===== src/rtl/uart_rx.sv =====
// rtl/uart_rx.sv - 8N1 UART receiver with mid-bit sampling, done and framing-error pulses
// Optional: UART_RX_MAJORITY_VOTE_EN decides each bit by a 2-of-3 vote around the sample point.
module uart_rx #(
    parameter int DATA_WIDTH = 8
) (
    input  logic                    clk_i_rx,
    input  logic                    rsnt_i_rx,
    input  logic                    data_i_serial_rx,
    input  logic [DATA_WIDTH*2:0]   baud_div_i_rx,
    output logic [DATA_WIDTH-1:0]   data_o_rx,
    output logic                    active_o_rx,
    output logic                    done_o_rx,
    output logic                    frame_err_o_rx
);

    localparam int CW = DATA_WIDTH*2+1;

    // The vote needs one extra count after the nominal point; reloading the
    // counter with the same offset keeps the bit period at exactly divider clocks.
`ifdef UART_RX_MAJORITY_VOTE_EN
    localparam logic [CW-1:0] OFFSET = CW'(1);
`else
    localparam logic [CW-1:0] OFFSET = '0;
`endif

    typedef enum logic [1:0] {IDLE, START, DATA, STOP} state_t;

    state_t                state;
    logic                  sync1;
    logic                  rx_s;
    logic                  prev;
    logic [CW-1:0]         div_q;
    logic [CW-1:0]         baud_cnt;
    logic [CW-1:0]         bit_cnt;
    logic [DATA_WIDTH-1:0] shift;
    logic [CW-1:0]         target;
    logic                  at_sample;
    logic                  bit_val;

`ifdef UART_RX_MAJORITY_VOTE_EN
    logic prev2;
    assign bit_val = (rx_s & prev) | (rx_s & prev2) | (prev & prev2);
`else
    assign bit_val = rx_s;
`endif

    always_comb begin
        target = div_q - CW'(1);
        if (state == START) begin
            target = (div_q >> 1) - CW'(1);
        end
        at_sample = (baud_cnt == target + OFFSET);
    end

    always_ff @(posedge clk_i_rx or negedge rsnt_i_rx) begin
        if (!rsnt_i_rx) begin
            state          <= IDLE;
            sync1          <= 1'b1;
            rx_s           <= 1'b1;
            prev           <= 1'b1;
`ifdef UART_RX_MAJORITY_VOTE_EN
            prev2          <= 1'b1;
`endif
            div_q          <= '0;
            baud_cnt       <= '0;
            bit_cnt        <= '0;
            shift          <= '0;
            data_o_rx      <= '0;
            active_o_rx    <= 1'b0;
            done_o_rx      <= 1'b0;
            frame_err_o_rx <= 1'b0;
        end else begin
            sync1          <= data_i_serial_rx;
            rx_s           <= sync1;
            prev           <= rx_s;
`ifdef UART_RX_MAJORITY_VOTE_EN
            prev2          <= prev;
`endif
            done_o_rx      <= 1'b0;
            frame_err_o_rx <= 1'b0;
            case (state)
                IDLE: begin
                    if (prev && !rx_s) begin
                        active_o_rx <= 1'b1;
                        baud_cnt    <= '0;
                        bit_cnt     <= '0;
                        div_q       <= baud_div_i_rx;
                        state       <= START;
                    end
                end
                START: begin
                    if (at_sample) begin
                        if (!bit_val) begin
                            baud_cnt <= OFFSET;
                            state    <= DATA;
                        end else begin
                            active_o_rx <= 1'b0;
                            state       <= IDLE;
                        end
                    end else begin
                        baud_cnt <= baud_cnt + CW'(1);
                    end
                end
                DATA: begin
                    if (at_sample) begin
                        shift    <= {bit_val, shift[DATA_WIDTH-1:1]};
                        bit_cnt  <= bit_cnt + CW'(1);
                        baud_cnt <= OFFSET;
                        if (bit_cnt == CW'(DATA_WIDTH-1)) begin
                            state <= STOP;
                        end
                    end else begin
                        baud_cnt <= baud_cnt + CW'(1);
                    end
                end
                STOP: begin
                    if (at_sample) begin
                        active_o_rx <= 1'b0;
                        state       <= IDLE;
                        if (bit_val) begin
                            data_o_rx <= shift;
                            done_o_rx <= 1'b1;
                        end else begin
                            frame_err_o_rx <= 1'b1;
                        end
                    end else begin
                        baud_cnt <= baud_cnt + CW'(1);
                    end
                end
                default: state <= IDLE;
            endcase
        end
    end

endmodule


===== config.mk =====
export PLATFORM = sky130hd
export DESIGN_NAME = uart_rx
export DESIGN_NICKNAME = d
export VERILOG_FILES = /design/src/rtl/uart_rx.sv
export SDC_FILE = /design/constraint.sdc
export NUM_CORES = 1
export LEC_CHECK = 0
export BUFFER_PORTS_ARGS = -buffer_cell sky130_fd_sc_hd__buf_2
export CORE_ASPECT_RATIO = 1.1
export CORE_MARGIN = 4
export CORE_UTILIZATION = 30
export CTS_CLUSTER_SIZE = 25
export DETAILED_ROUTE_END_ITERATION = 7
export SLEW_MARGIN = 30
export SYNTH_ARGS = -nofsm -noshare
export SYNTH_HDL_FRONTEND = slang
export SYNTH_SLANG_ARGS = --single-unit

===== constraint.sdc =====
create_clock -name clk_i_rx -period 8.05 [get_ports clk_i_rx]
set_input_delay 0.4025 -clock clk_i_rx [delete_from_list [all_inputs] [get_ports clk_i_rx]]
set_output_delay 0.4025 -clock clk_i_rx [all_outputs]
set_load 0.03 [all_outputs]

## Word-level counts from Yosys, hierarchy flattened

Index checks and enable logic that the tools add are counted.

- Equality and inequality tests: 13
- Reduce and logical (&&, ||, !) cells: 12
- Mux-type cells: 27
- Add/sub/neg operators: 4

Operators by type and width:

| kind | number |
|---|---|
| $mux 17 | 7 |
| $pmux 17 s4 | 1 |
| $add 17x1->17 const B | 2 |
| $pmux 17 s2 | 1 |
| $eq 17x17->1 | 1 |
| $eq 17x3->1 const B | 1 |
| $sub 16x1->17 const B | 1 |
| $sub 17x1->17 const B | 1 |
| $ne 2x2->1 const B | 7 |
| $mux 2 | 6 |
| $mux 1 | 10 |
| $reduce_and 5->1 | 2 |
| $reduce_and 3->1 | 3 |
| $pmux 2 s4 | 1 |
| $eq 2x2->1 const B | 2 |
| $reduce_and 2->1 | 2 |
| $ne 3x3->1 const B | 1 |
| $pmux 1 s3 | 1 |
| $reduce_bool 3->1 | 1 |
| $eq 2x1->1 const B | 1 |
| $logic_not 2->1 | 1 |
| $reduce_bool 2->1 | 1 |
| $logic_and 1x1->1 | 1 |
| $logic_not 1->1 | 1 |

- Register bits after elaboration: 75
- Output and inout bits: 11
- Logic and storage cells: 68
- Bits of input ports: 20

## Depth between registers and ports, before layout

Gate-level depths: netlist of run 1.

- Depth after elaboration: 5
- Depth in mapped cells: 18
- Gate-level depth less buffers: 13

## Worst setup path after synthesis of run 1

Ideal clock, no wire load.

- Kind: register -> register
- Start: register with a tool-made name
- End: register bit_cnt[15]
- Clock period less this slack: 3.842 ns
- Path buffers: 4
- Data required time: 7.972 ns
- Arrival: 3.763 ns
- Cell stages (with the launch flop): 17
- Slack: 4.208 ns
- Cells stage by stage: dfrtp_1 -> inv_1 -> ha_1 -> buf_4 -> buf_6 -> buf_2 -> mux2i_1 -> ha_1 -> nand3_1 -> nor4_2 -> xnor2_1 -> o221ai_1 -> nor4_4 -> a21oi_1 -> buf_2 -> or4_1 -> a21oi_1

RTL lines:

| item | RTL line | RTL |
|---|---|---|
| to (signal assigned) | 107 | `bit_cnt <= bit_cnt + CW'(1);` |
| to (decl) | 34 | `logic [CW-1:0] bit_cnt;` |

==> flow_metrics.py, run 1 <==
metrics = {
    "grt": {
        "grt_pass1_vias": 3317,
        "grt_pass1_wl_mm": 16.62,
        "antenna_found_initial": 0,
        "grt_overflow": 0,
        "grt_max_degree": 76,
        "grt_use_total_pct": 11.94,
    },
    "yosys": {
        "ys_async_sr_fraction_pct": 100.0,
        "yosys-top-cells-count": "dfrtp_1, mux2_2, nand2_1",
        "yosysMostFrequentCell": "dfrtp_1",
        "synth_top_flop_cell": "dfrtp_1",
        "synth-warning-count": 0,
        "synth_cells": 443,
        "synth_edf_count": 0,
        "synth_area_per_cell_um2": 10.15,
        "synth_area_leaders": "dfrtp_1, mux2_2, mux2i_1, xnor2_1, and3_1",
        "ys_seq_area_share_pct": 41.84,
        "syn-num-nets": 471,
        "yosys.area.top_type_share_pct": 40.09,
        "synthDistinctLibCells": 56,
        "yosysTopAreaCell": "dfrtp_1",
        "synth_area_mm2": 0.004494,
        "ys_seq_elements": 75,
    },
    "pwr": {
        "p_switching_uw": 698.1,
        "seq_power_share_pct": 32.2,
        "p_leak_nw": 2.275,
        "power_density_mw_per_mm2": 323.3,
        "sw_frac_of_total_pct": 42.22,
        "internal_power_uw": 955.2,
        "p_comb_share_pct": 43.3,
        "vdd_drop_max_mv": 0.1121,
        "clkPwrFrac_pct": 24.5,
        "p_total_mw": 1.653,
    },
    "sta": {
        "worstMarginPinSlew_ps": 911.5,
        "finalSetupTns_ps": 0,
        "drv_slew": 0,
        "final.setup_skew_ps": 11.67,
        "timing.final.hold_violations": 0,
        "grt_setup_unrepaired": "no",
        "maxSlewHeadroom_pct": 39.06,
        "min_period_ps": 4531,
        "timing.final.crit_share_pct": 56.28,
        "finalSetupViolations": 0,
        "max_freq_ghz": 0.2207,
    },
    "floorplan": {
        "die_area_mm2": 0.01701,
        "num_rows": 46,
        "die_h_um": 136.4,
        "initial_core_util_pct": 30.86,
        "core_mm2": 0.01456,
        "io-pin-count": 31,
        "die_width_um": 124.7,
    },
    "cells_and_area": {
        "fin_nets": 492,
        "final_core_util_pct": 35.12,
        "antenna_cells": 0,
        "fill_cells": 1445,
        "layout-drive-gt1-share_pct": 21.32,
        "fin_area_mm2": 0.005114,
        "multi_input_area_mm2": 0.002481,
        "seq_area_mm2": 0.001881,
        "syn2layout_area_growth_pct": 13.78,
        "fin_cells": 661,
    },
    "routing": {
        "drt_pass1_iterations": 4,
        "num_vias": 3471,
        "via_per_inst": 5.251,
        "drc": 0,
        "antenna_left": 0,
        "drt_iter0_drc": 242,
        "wire_per_inst_um": 14.94,
        "wl_mm": 9.876,
    },
    "run": {
        "maxCapViolCount": 0,
    },
    "clocking": {
        "cts_buffers": 9,
        "cts_tree": "yes",
        "holdBufCountCts": 0,
        "clk_transition_reported_paths_ps": 70,
        "root_buffer": "clkbuf_16",
        "clock_sinks": 75,
        "cts_buffer_depth": 2,
        "clk_latency_ps": 350,
        "htree_levels": 3,
        "cts-resized-gates": 0,
        "postCtsSetupBuffers": 0,
    },
    "setup_path": {
        "cp_common_cell": "ha_1",
        "crit_buf_inv": 2,
        "worst-path-max-fanout": 42,
        "cp.arrival_ps": 4770,
        "cp_cell_sequence": "inv_1 -> ha_1 -> buf_4 -> mux2i_1 -> ha_1 -> nand3_1 -> nor4_2 -> xnor2_1 -> o221ai_1 -> nor4_4 -> or3_1 -> o21ai_0 -> a21o_1",
        "crit_family": "simple AND/OR/NAND/NOR gates",
        "endpoint_kind": "flip-flop",
        "slowest_stage": "or3_1",
        "cp.required_ps": 8280,
        "cpPeakStageDelay_ps": 730,
        "start_kind": "flip-flop",
        "critPathKind": "reg -> reg",
    },
    "placed_design": {
        "hpwl_mm": 6.988,
        "port_buffers": 30,
        "dp_cells": 645,
        "postPlaceCellArea_mm2": 0.004803,
        "gp_congestion": 0.8485,
    },
    "outcome": {
        "status": "complete, no violations",
    },
    "worst_hold_path": {
        "hold_class": "in -> async",
    },
}
flip-flops by register name, summed over array words and instances, names as in the netlist, named ones only:
register        count
shift               8
frame_err_o_rx      1
done_o_rx           1
data_o_rx           8
baud_cnt           17
prev                1
state               1
active_o_rx         1
div_q              17
sync1               1
bit_cnt            17
bit_val             1
worst register-to-register path, delay by kind of cell (launching register included):
kind / cells / cell delay (ps)
and+or+nand+nor: 4 / 1840
AOI/OAI and AO/OA: 3 / 690
buffers and inverters: 2 / 530
adders and majority gates: 2 / 430
DFF: 1 / 410
muxes: 1 / 360
xor gates and xnor gates: 1 / 170
cell type report:
cell class                      count  share of cell area [%]
Clock buffer                        9                   4.404
Multi-Input combinational cell    336                   48.52
Inverter                           11                  0.8074
Timing Repair Buffer               31                   3.205
Clock inverter                      7                   1.590
Sequential cell                    75                   36.78
Tap cell                          192                   4.698
metrics by stage:
| stage | worst slack [ps] | hold slack [ps] |
|---|---|---|
| after detailed placement | 3547 | 347.8 |
| after global routing | 3207 | 143.8 |
| after floorplan | 4208 | 106.9 |
| final | 3519 | 71.61 |
| after CTS | 3509 | 141.9 |
| after global placement | 3757 | 346.0 |
cell families after synthesis:
family / count (synthesis) / synth area share (%)
mux: 59 / 14.20
flops: 75 / 41.84
buf+inv: 32 / 3.118
xor+xnor: 25 / 4.872
compound gates: 80 / 12.25
simple gates: 164 / 21.49
fa+ha+maj: 8 / 2.227
power by group through the flow:
stage	clock (mW)	combinational (mW)	sequential [mW]
finish	0.405	0.716	0.532
floorplan	0	0.636	0.484
global placement	0	0.690	0.533
CTS	0.417	0.717	0.531
detailed placement	0	0.710	0.539
global route	0.437	0.792	0.542
final timing paths:
path,cells after the start,startpoint,to,slack (ps)
max in group asynchronous,1,rsnt_i_rx,div_q[10],7490
min in group clk_i_rx,1,data_i_serial_rx,sync1,160
worst min register to register,0,sync1,bit_val,360
worst max-delay path,13,flip-flop,baud_cnt[5],3520
worst max register to register,13,flip-flop,baud_cnt[5],3520
worst min-delay path,1,rsnt_i_rx,state[0],70
layout by cell type, fill, tap and decap left out, types with 3 or more instances in the layout:
master / instances
clkbuf_16: 9
ha_1: 8
dfstp_2: 3
mux2i_1: 21
nand2b_1: 9
nand4_1: 12
nor2_1: 20
a21oi_1: 9
nor3b_1: 14
nand3_1: 20
buf_2: 29
o31a_1: 3
nand3b_1: 4
and2_1: 4
nor3_1: 7
o21ai_0: 19
nor4_2: 3
dfrtp_1: 72
inv_1: 11
a21o_1: 14
o22ai_1: 3
or4_1: 9
and3_1: 17
a211oi_1: 3
mux2_2: 38
nand2_1: 24
o211ai_1: 5
or3_1: 3
xnor2_1: 23
o31ai_1: 4
nor4_1: 8
layer usage:
metal / wire length [µm] / track usage (%) / share of wire, % / vias to the layer above
met5: 0 / 0 / 0 / -
met4: 144 / 3.654 / 1.5 / 0
met3: 363 / 3.104 / 3.7 / 11
met2: 4779 / 19.47 / 48 / 62
met1: 4587 / 15.65 / 46 / 1716
li1: - / - / - / 1682
Note: power is estimated with default switching activity, not from simulation.
==> run 2, diff against run 1 <==
- ABC_AREA: default -> 1
- clock period: 8.05 -> 4.5 ns (I/O delays scaled with it)
==> flow_metrics.py, run 2 <==
metrics = {
    "sta": {
        "worstMarginPinSlew_ps": 899.5,
        "final.setup_skew_ps": 8.233,
        "finalSetupTns_ps": 0,
        "finalSetupViolations": 0,
        "min_period_ps": 3529,
        "drv_slew": 0,
        "grt_setup_unrepaired": "no",
        "timing.final.hold_violations": 0,
        "max_freq_ghz": 0.2834,
        "maxSlewHeadroom_pct": 39.86,
        "timing.final.crit_share_pct": 78.42,
    },
    "yosys": {
        "synth_area_leaders": "dfrtp_1, nand2_1, inv_1, xor2_1, o21ai_2",
        "synthXorXnorAreaFrac_pct": 6.236,
        "yosysMostFrequentCell": "nand2_1",
        "muxShareOfSynthArea_pct": 0.2291,
        "synth_edf_count": 0,
        "ys_seq_area_share_pct": 38.25,
        "synth_cells": 667,
        "yosysTopAreaCell": "dfrtp_1",
        "yosys.area_share.simple_pct": 32.17,
        "yosys-top-cells-count": "nand2_1, inv_1, dfrtp_1",
        "syn-num-nets": 695,
        "synth_top_family_by_area": "simple AND/OR/NAND/NOR gates",
        "synth_area_per_cell_um2": 7.370,
        "ys_seq_elements": 75,
        "synth_top_flop_cell": "dfrtp_1",
        "synth_area_mm2": 0.004916,
        "synth-warning-count": 0,
        "synthDistinctLibCells": 39,
        "yosys.area.top_type_share_pct": 36.65,
        "synth_compound_area_share_pct": 11.81,
        "yosys.area_share.adder_pct": 2.036,
        "ys_async_sr_fraction_pct": 100.0,
    },
    "clocking": {
        "cts_buffers": 9,
        "clk_latency_ps": 350,
        "cts-resized-gates": 0,
        "cts_tree": "yes",
        "cts_buffer_depth": 2,
        "htree_levels": 3,
        "clk_transition_reported_paths_ps": 60,
        "clock_sinks": 75,
        "postCtsSetupBuffers": 0,
        "root_buffer": "clkbuf_16",
    },
    "run": {
        "maxCapViolCount": 0,
    },
    "routing": {
        "antenna_left": 0,
        "num_vias": 4078,
        "drt_iter0_drc": 182,
        "drc": 0,
        "wl_mm": 10.44,
        "wire_per_inst_um": 11.62,
        "via_per_inst": 4.541,
        "drt_pass1_iterations": 4,
    },
    "cells_and_area": {
        "layout-drive-gt1-share_pct": 17.05,
        "final_common_cell": "nand2_1",
        "syn2layout_area_growth_pct": 11.58,
        "final_core_util_pct": 34.47,
        "antenna_cells": 0,
        "final_cell_mix": "nand2_1, inv_1, dfrtp_1",
        "top_regs": "baud_cnt: 17 flops, bit_cnt: 17 flops, div_q: 17 flops",
        "fin_nets": 721,
    },
    "grt": {
        "grt_use_total_pct": 12.32,
        "grt_pass1_vias": 4041,
        "grt_overflow": 0,
        "grt_pass1_wl_mm": 18.35,
        "grt_max_degree": 76,
        "antenna_found_initial": 0,
    },
    "floorplan": {
        "core_mm2": 0.01592,
        "die_h_um": 142.3,
        "num_rows": 48,
        "die_area_mm2": 0.01850,
        "die_width_um": 130.1,
        "io-pin-count": 31,
        "initial_core_util_pct": 30.89,
    },
    "pwr": {
        "vdd_drop_max_mv": 0.2865,
        "power_density_mw_per_mm2": 544.5,
        "p_leak_nw": 2.521,
    },
    "setup_path": {
        "cp.arrival_ps": 3740,
        "worst-path-max-fanout": 34,
        "endpoint_kind": "flip-flop",
        "reg2reg_slack_ps": 970,
        "start_kind": "flip-flop",
        "r2r_end": "bit_cnt[0]",
        "rr_worst_depth": 21,
        "critPathKind": "reg -> reg",
        "cp.required_ps": 4720,
    },
    "placed_design": {
        "port_buffers": 30,
        "gp_congestion": 0.8757,
        "hpwl_mm": 7.699,
    },
    "worst_hold_path": {
        "min_from": "baud_div_i_rx[15]",
        "hold_depth": 2,
        "whs_endpoint": "div_q[15]",
        "hold_class": "in -> reg",
    },
    "outcome": {
        "status": "complete, no violations",
    },
}
## run 2: cell types whose count changed in the layout (fill, tap and decap cells not counted), moves of 18 or more
cell / delta
o21ai_2: +29
xnor2_1: -18
nor2_1: +32
mux2i_1: -21
xor2_1: +28
nand2_1: +187
mux2_2: -37
inv_1: +68
## run 2: per-stage QoR
stage               hold WS (ps)  instances  power, mW  cell area, µm²  worst slack (ps)
global route               99.30        898      3.287            5485             562.7
CTS                        54.18        897      3.035            5472             942.5
finish                     105.5        898      2.987            5485             970.9
detailed placement         335.8        880      2.328            5184             965.7
global placement           331.3        880      2.322            5179              1059
floorplan                 -70.59        667      2.116            4916              1851
## run 2: worst max path at each step
stage	slack [ps]	start	endpoint	cells after the start
4_1_cts	940	flip-flop	bit_cnt[0]	21
6_report	970	flip-flop	bit_cnt[0]	21
2_1_floorplan	1850	flip-flop	data_o_rx[1]	23
5_1_grt	560	flip-flop	bit_cnt[0]	21
3_5_place_dp	970	flip-flop	bit_cnt[0]	21
3_3_place_gp	1060	flip-flop	bit_cnt[0]	21
## run 2: metal layers
| metal | wire [µm] | track usage [%] | vias to the layer above |
|---|---|---|---|
| li1 | - | - | 2153 |
| met1 | 4699 | 14.36 | 1860 |
| met2 | 5209 | 21.07 | 52 |
| met3 | 346 | 3.716 | 13 |
| met4 | 184 | 4.869 | 0 |
| met5 | 0 | 0 | - |
## run 2: logic make-up (layout without fill, tap and decap cells)
family	Yosys count	count (layout)
xor gates and xnor gates	35	35
muxes	1	1
adders and majority gates	8	8
DFF	75	75
and+or+nand+nor	361	361
AOI/OAI and AO/OA	87	87
buffers and inverters	100	131
## run 2: timing repair
action | CTS | global route
setup endpoints to repair | 0 | 0
endpoints found under the hold margin | 1 | 72
hold buffers | 1 | 1
## run 2: area by class of cell
type / count / area [µm²]
Sequential cell: 75 / 1881
Tap cell: 200 / 250.2
Fill cell: 1675 / 10430
Clock inverter: 6 / 48.80
Inverter: 82 / 307.8
Clock buffer: 10 / 229.0
Multi-Input combinational cell: 492 / 2585
Timing Repair Buffer: 33 / 183.9
## run 2: critical path: stages, from the launching register on
cell and delay (ps):
dfrtp_1 410, inv_1 110, ha_1 430, buf_4 290, nand2_1 70, nand2_1 120
ha_1 230, nand3_1 140, nor2_4 160, nand2_1 70, nand2_1 50, nand2_1 40
inv_1 40, nand3_1 70, nor2_1 100, nand2_1 60, nor2_2 120, nand2_4 110
nand2_2 90, nand2_2 340, a21oi_1 280, a21oi_2 50
## run 2: report_power, final
part           switching [mW]  internal, mW
registers              0.0819         0.781
clock network           0.302         0.379
logic                    1.01         0.433
==> run 3, diff against run 2 <==
- clock period: 4.5 -> 3.55 ns (I/O delays scaled with it)
==> flow_metrics.py, run 3 (same netlist as run 2, synthesis figures left out) <==
metrics = {
    "routing": {
        "drc": 0,
        "wl_mm": 10.41,
        "drt_pass1_iterations": 4,
        "drt_iter0_drc": 177,
        "via_per_inst": 4.506,
        "num_vias": 4064,
        "antenna_left": 0,
        "wire_per_inst_um": 11.54,
    },
    "sta": {
        "worstMarginPinSlew_ps": 913.2,
        "max_freq_ghz": 0.3168,
        "drv_slew": 0,
        "finalSetupTns_ps": 0,
        "maxSlewHeadroom_pct": 38.94,
        "timing.final.crit_share_pct": 88.91,
        "min_period_ps": 3156,
        "final.setup_skew_ps": 9.284,
        "timing.final.hold_violations": 0,
        "finalSetupViolations": 0,
        "grt_setup_unrepaired": "no",
    },
    "clocking": {
        "cts_buffers": 9,
        "cts_tree": "yes",
        "postCtsSetupBuffers": 0,
        "htree_levels": 3,
        "clock_sinks": 75,
        "cts_buffer_depth": 2,
        "clk_latency_ps": 350,
        "clk_transition_reported_paths_ps": 60,
        "root_buffer": "clkbuf_16",
    },
    "cells_and_area": {
        "antenna_cells": 0,
        "final_cell_mix": "nand2_1, inv_1, dfrtp_1",
        "final_core_util_pct": 34.73,
        "fin_nets": 725,
        "fin_cells": 902,
        "syn2layout_area_growth_pct": 12.45,
        "top_regs": "baud_cnt: 17 flops, bit_cnt: 17 flops, div_q: 17 flops",
        "layout-drive-gt1-share_pct": 17.52,
        "final_common_cell": "nand2_1",
        "fin_area_mm2": 0.005528,
    },
    "placed_design": {
        "dp_cells": 884,
        "hpwl_mm": 7.806,
        "postPlaceCellArea_mm2": 0.005209,
        "gp_congestion": 0.8698,
        "port_buffers": 30,
    },
    "grt": {
        "grt_max_degree": 76,
        "antenna_found_initial": 0,
        "grt_use_total_pct": 12.44,
        "grt_overflow": 0,
        "grt_pass1_vias": 4175,
        "grt_pass1_wl_mm": 18.85,
    },
    "run": {
        "maxCapViolCount": 0,
    },
    "floorplan": {
        "die_width_um": 130.1,
        "die_area_mm2": 0.01850,
        "io-pin-count": 31,
        "num_rows": 48,
        "core_mm2": 0.01592,
        "initial_core_util_pct": 30.89,
        "die_h_um": 142.3,
    },
    "setup_path": {
        "rr_startpoint": "state[0]",
        "cp.arrival_ps": 3390,
        "critPathKind": "reg -> reg",
        "critPathLaunch": "state[0]",
        "cp.required_ps": 3780,
        "endpoint_kind": "flip-flop",
        "start_kind": "flip-flop",
        "worst-path-max-fanout": 18,
    },
    "pwr": {
        "vdd_drop_max_mv": 0.3083,
        "power_density_mw_per_mm2": 700.2,
        "p_leak_nw": 2.540,
        "p_total_mw": 3.871,
    },
    "outcome": {
        "status": "complete, no violations",
    },
    "worst_hold_path": {
        "min_from": "baud_div_i_rx[15]",
        "hold_class": "in -> reg",
    },
}
-- run 3: cell types whose count changed in the layout (fill, tap and decap cells not counted), sizes merged --
| cell | before | now |
|---|---|---|
| clkbuf | 10 | 9 |
| inv | 84 | 87 |
| buf | 31 | 35 |
| clkinvlp | 0 | 2 |
| clkinv | 4 | 0 |
-- run 3: final timing paths --
| kind | depth (start not counted) | endpoint | slack [ps] |
|---|---|---|---|
| max | 21 | bit_cnt[15] | 390 |
| min in group asynchronous | 2 | bit_cnt[8] | 410 |
| max reg2reg | 21 | bit_cnt[15] | 390 |
| max in group asynchronous | 2 | div_q[6] | 2660 |
| min | 2 | div_q[15] | 70 |
| min reg2reg | 0 | bit_val | 360 |
-- run 3: per-stage QoR --
| stage | hold WS, ps | setup slack [ps] |
|---|---|---|
| detailed placement | 284.4 | 328.5 |
| finish | 71.48 | 393.5 |
| global route | 73.40 | 1.051 |
| global placement | 283.2 | 416.4 |
| CTS | 27.55 | 281.9 |
| floorplan | -118.1 | 901.3 |
-- run 3: what timing repair did --
item | CTS | global route
gates resized for setup | 0 | 2
hold endpoints to repair | 1 | 72
hold buffers | 1 | 1
setup endpoints to repair | 0 | 9
-- run 3: layer usage --
metal / part of all wire [%] / track usage [%]
met1: 48 / 15.25
met5: 0 / 0
met2: 48 / 21.04
met4: 2.1 / 4.869
met3: 2.3 / 2.928
-- run 3: power breakdown --
group          total [mW]  internal [mW]  switching [mW]
logic                1.88          0.582            1.29
registers            1.10          0.989           0.106
clock network       0.898          0.491           0.407
total                3.87           2.06            1.81
-- run 3: final cells by class --
class	count	area, µm²
Clock buffer	9	225.2
Clock inverter	7	63.81
Fill cell	1686	10390
Inverter	82	310.3
Multi-Input combinational cell	492	2580
Sequential cell	75	1881
Tap cell	200	250.2
Timing Repair Buffer	37	217.7
-- run 3: critical path: stages (launching register included) --
cell and delay (ps):
dfrtp_1 440, ha_1 310, inv_4 180, nand2_1 70, nand2_1 110, ha_1 220, nand3_1 140, nor2_4 150
nand2_1 60, nand2_1 60, nand2_1 50, inv_1 40, nand3_1 80, nor2_1 100, nand2_1 60, nor2_2 130
nand2_4 110, nand2_2 90, nand2_2 190, buf_4 280, nand2_1 100, o21ai_2 50
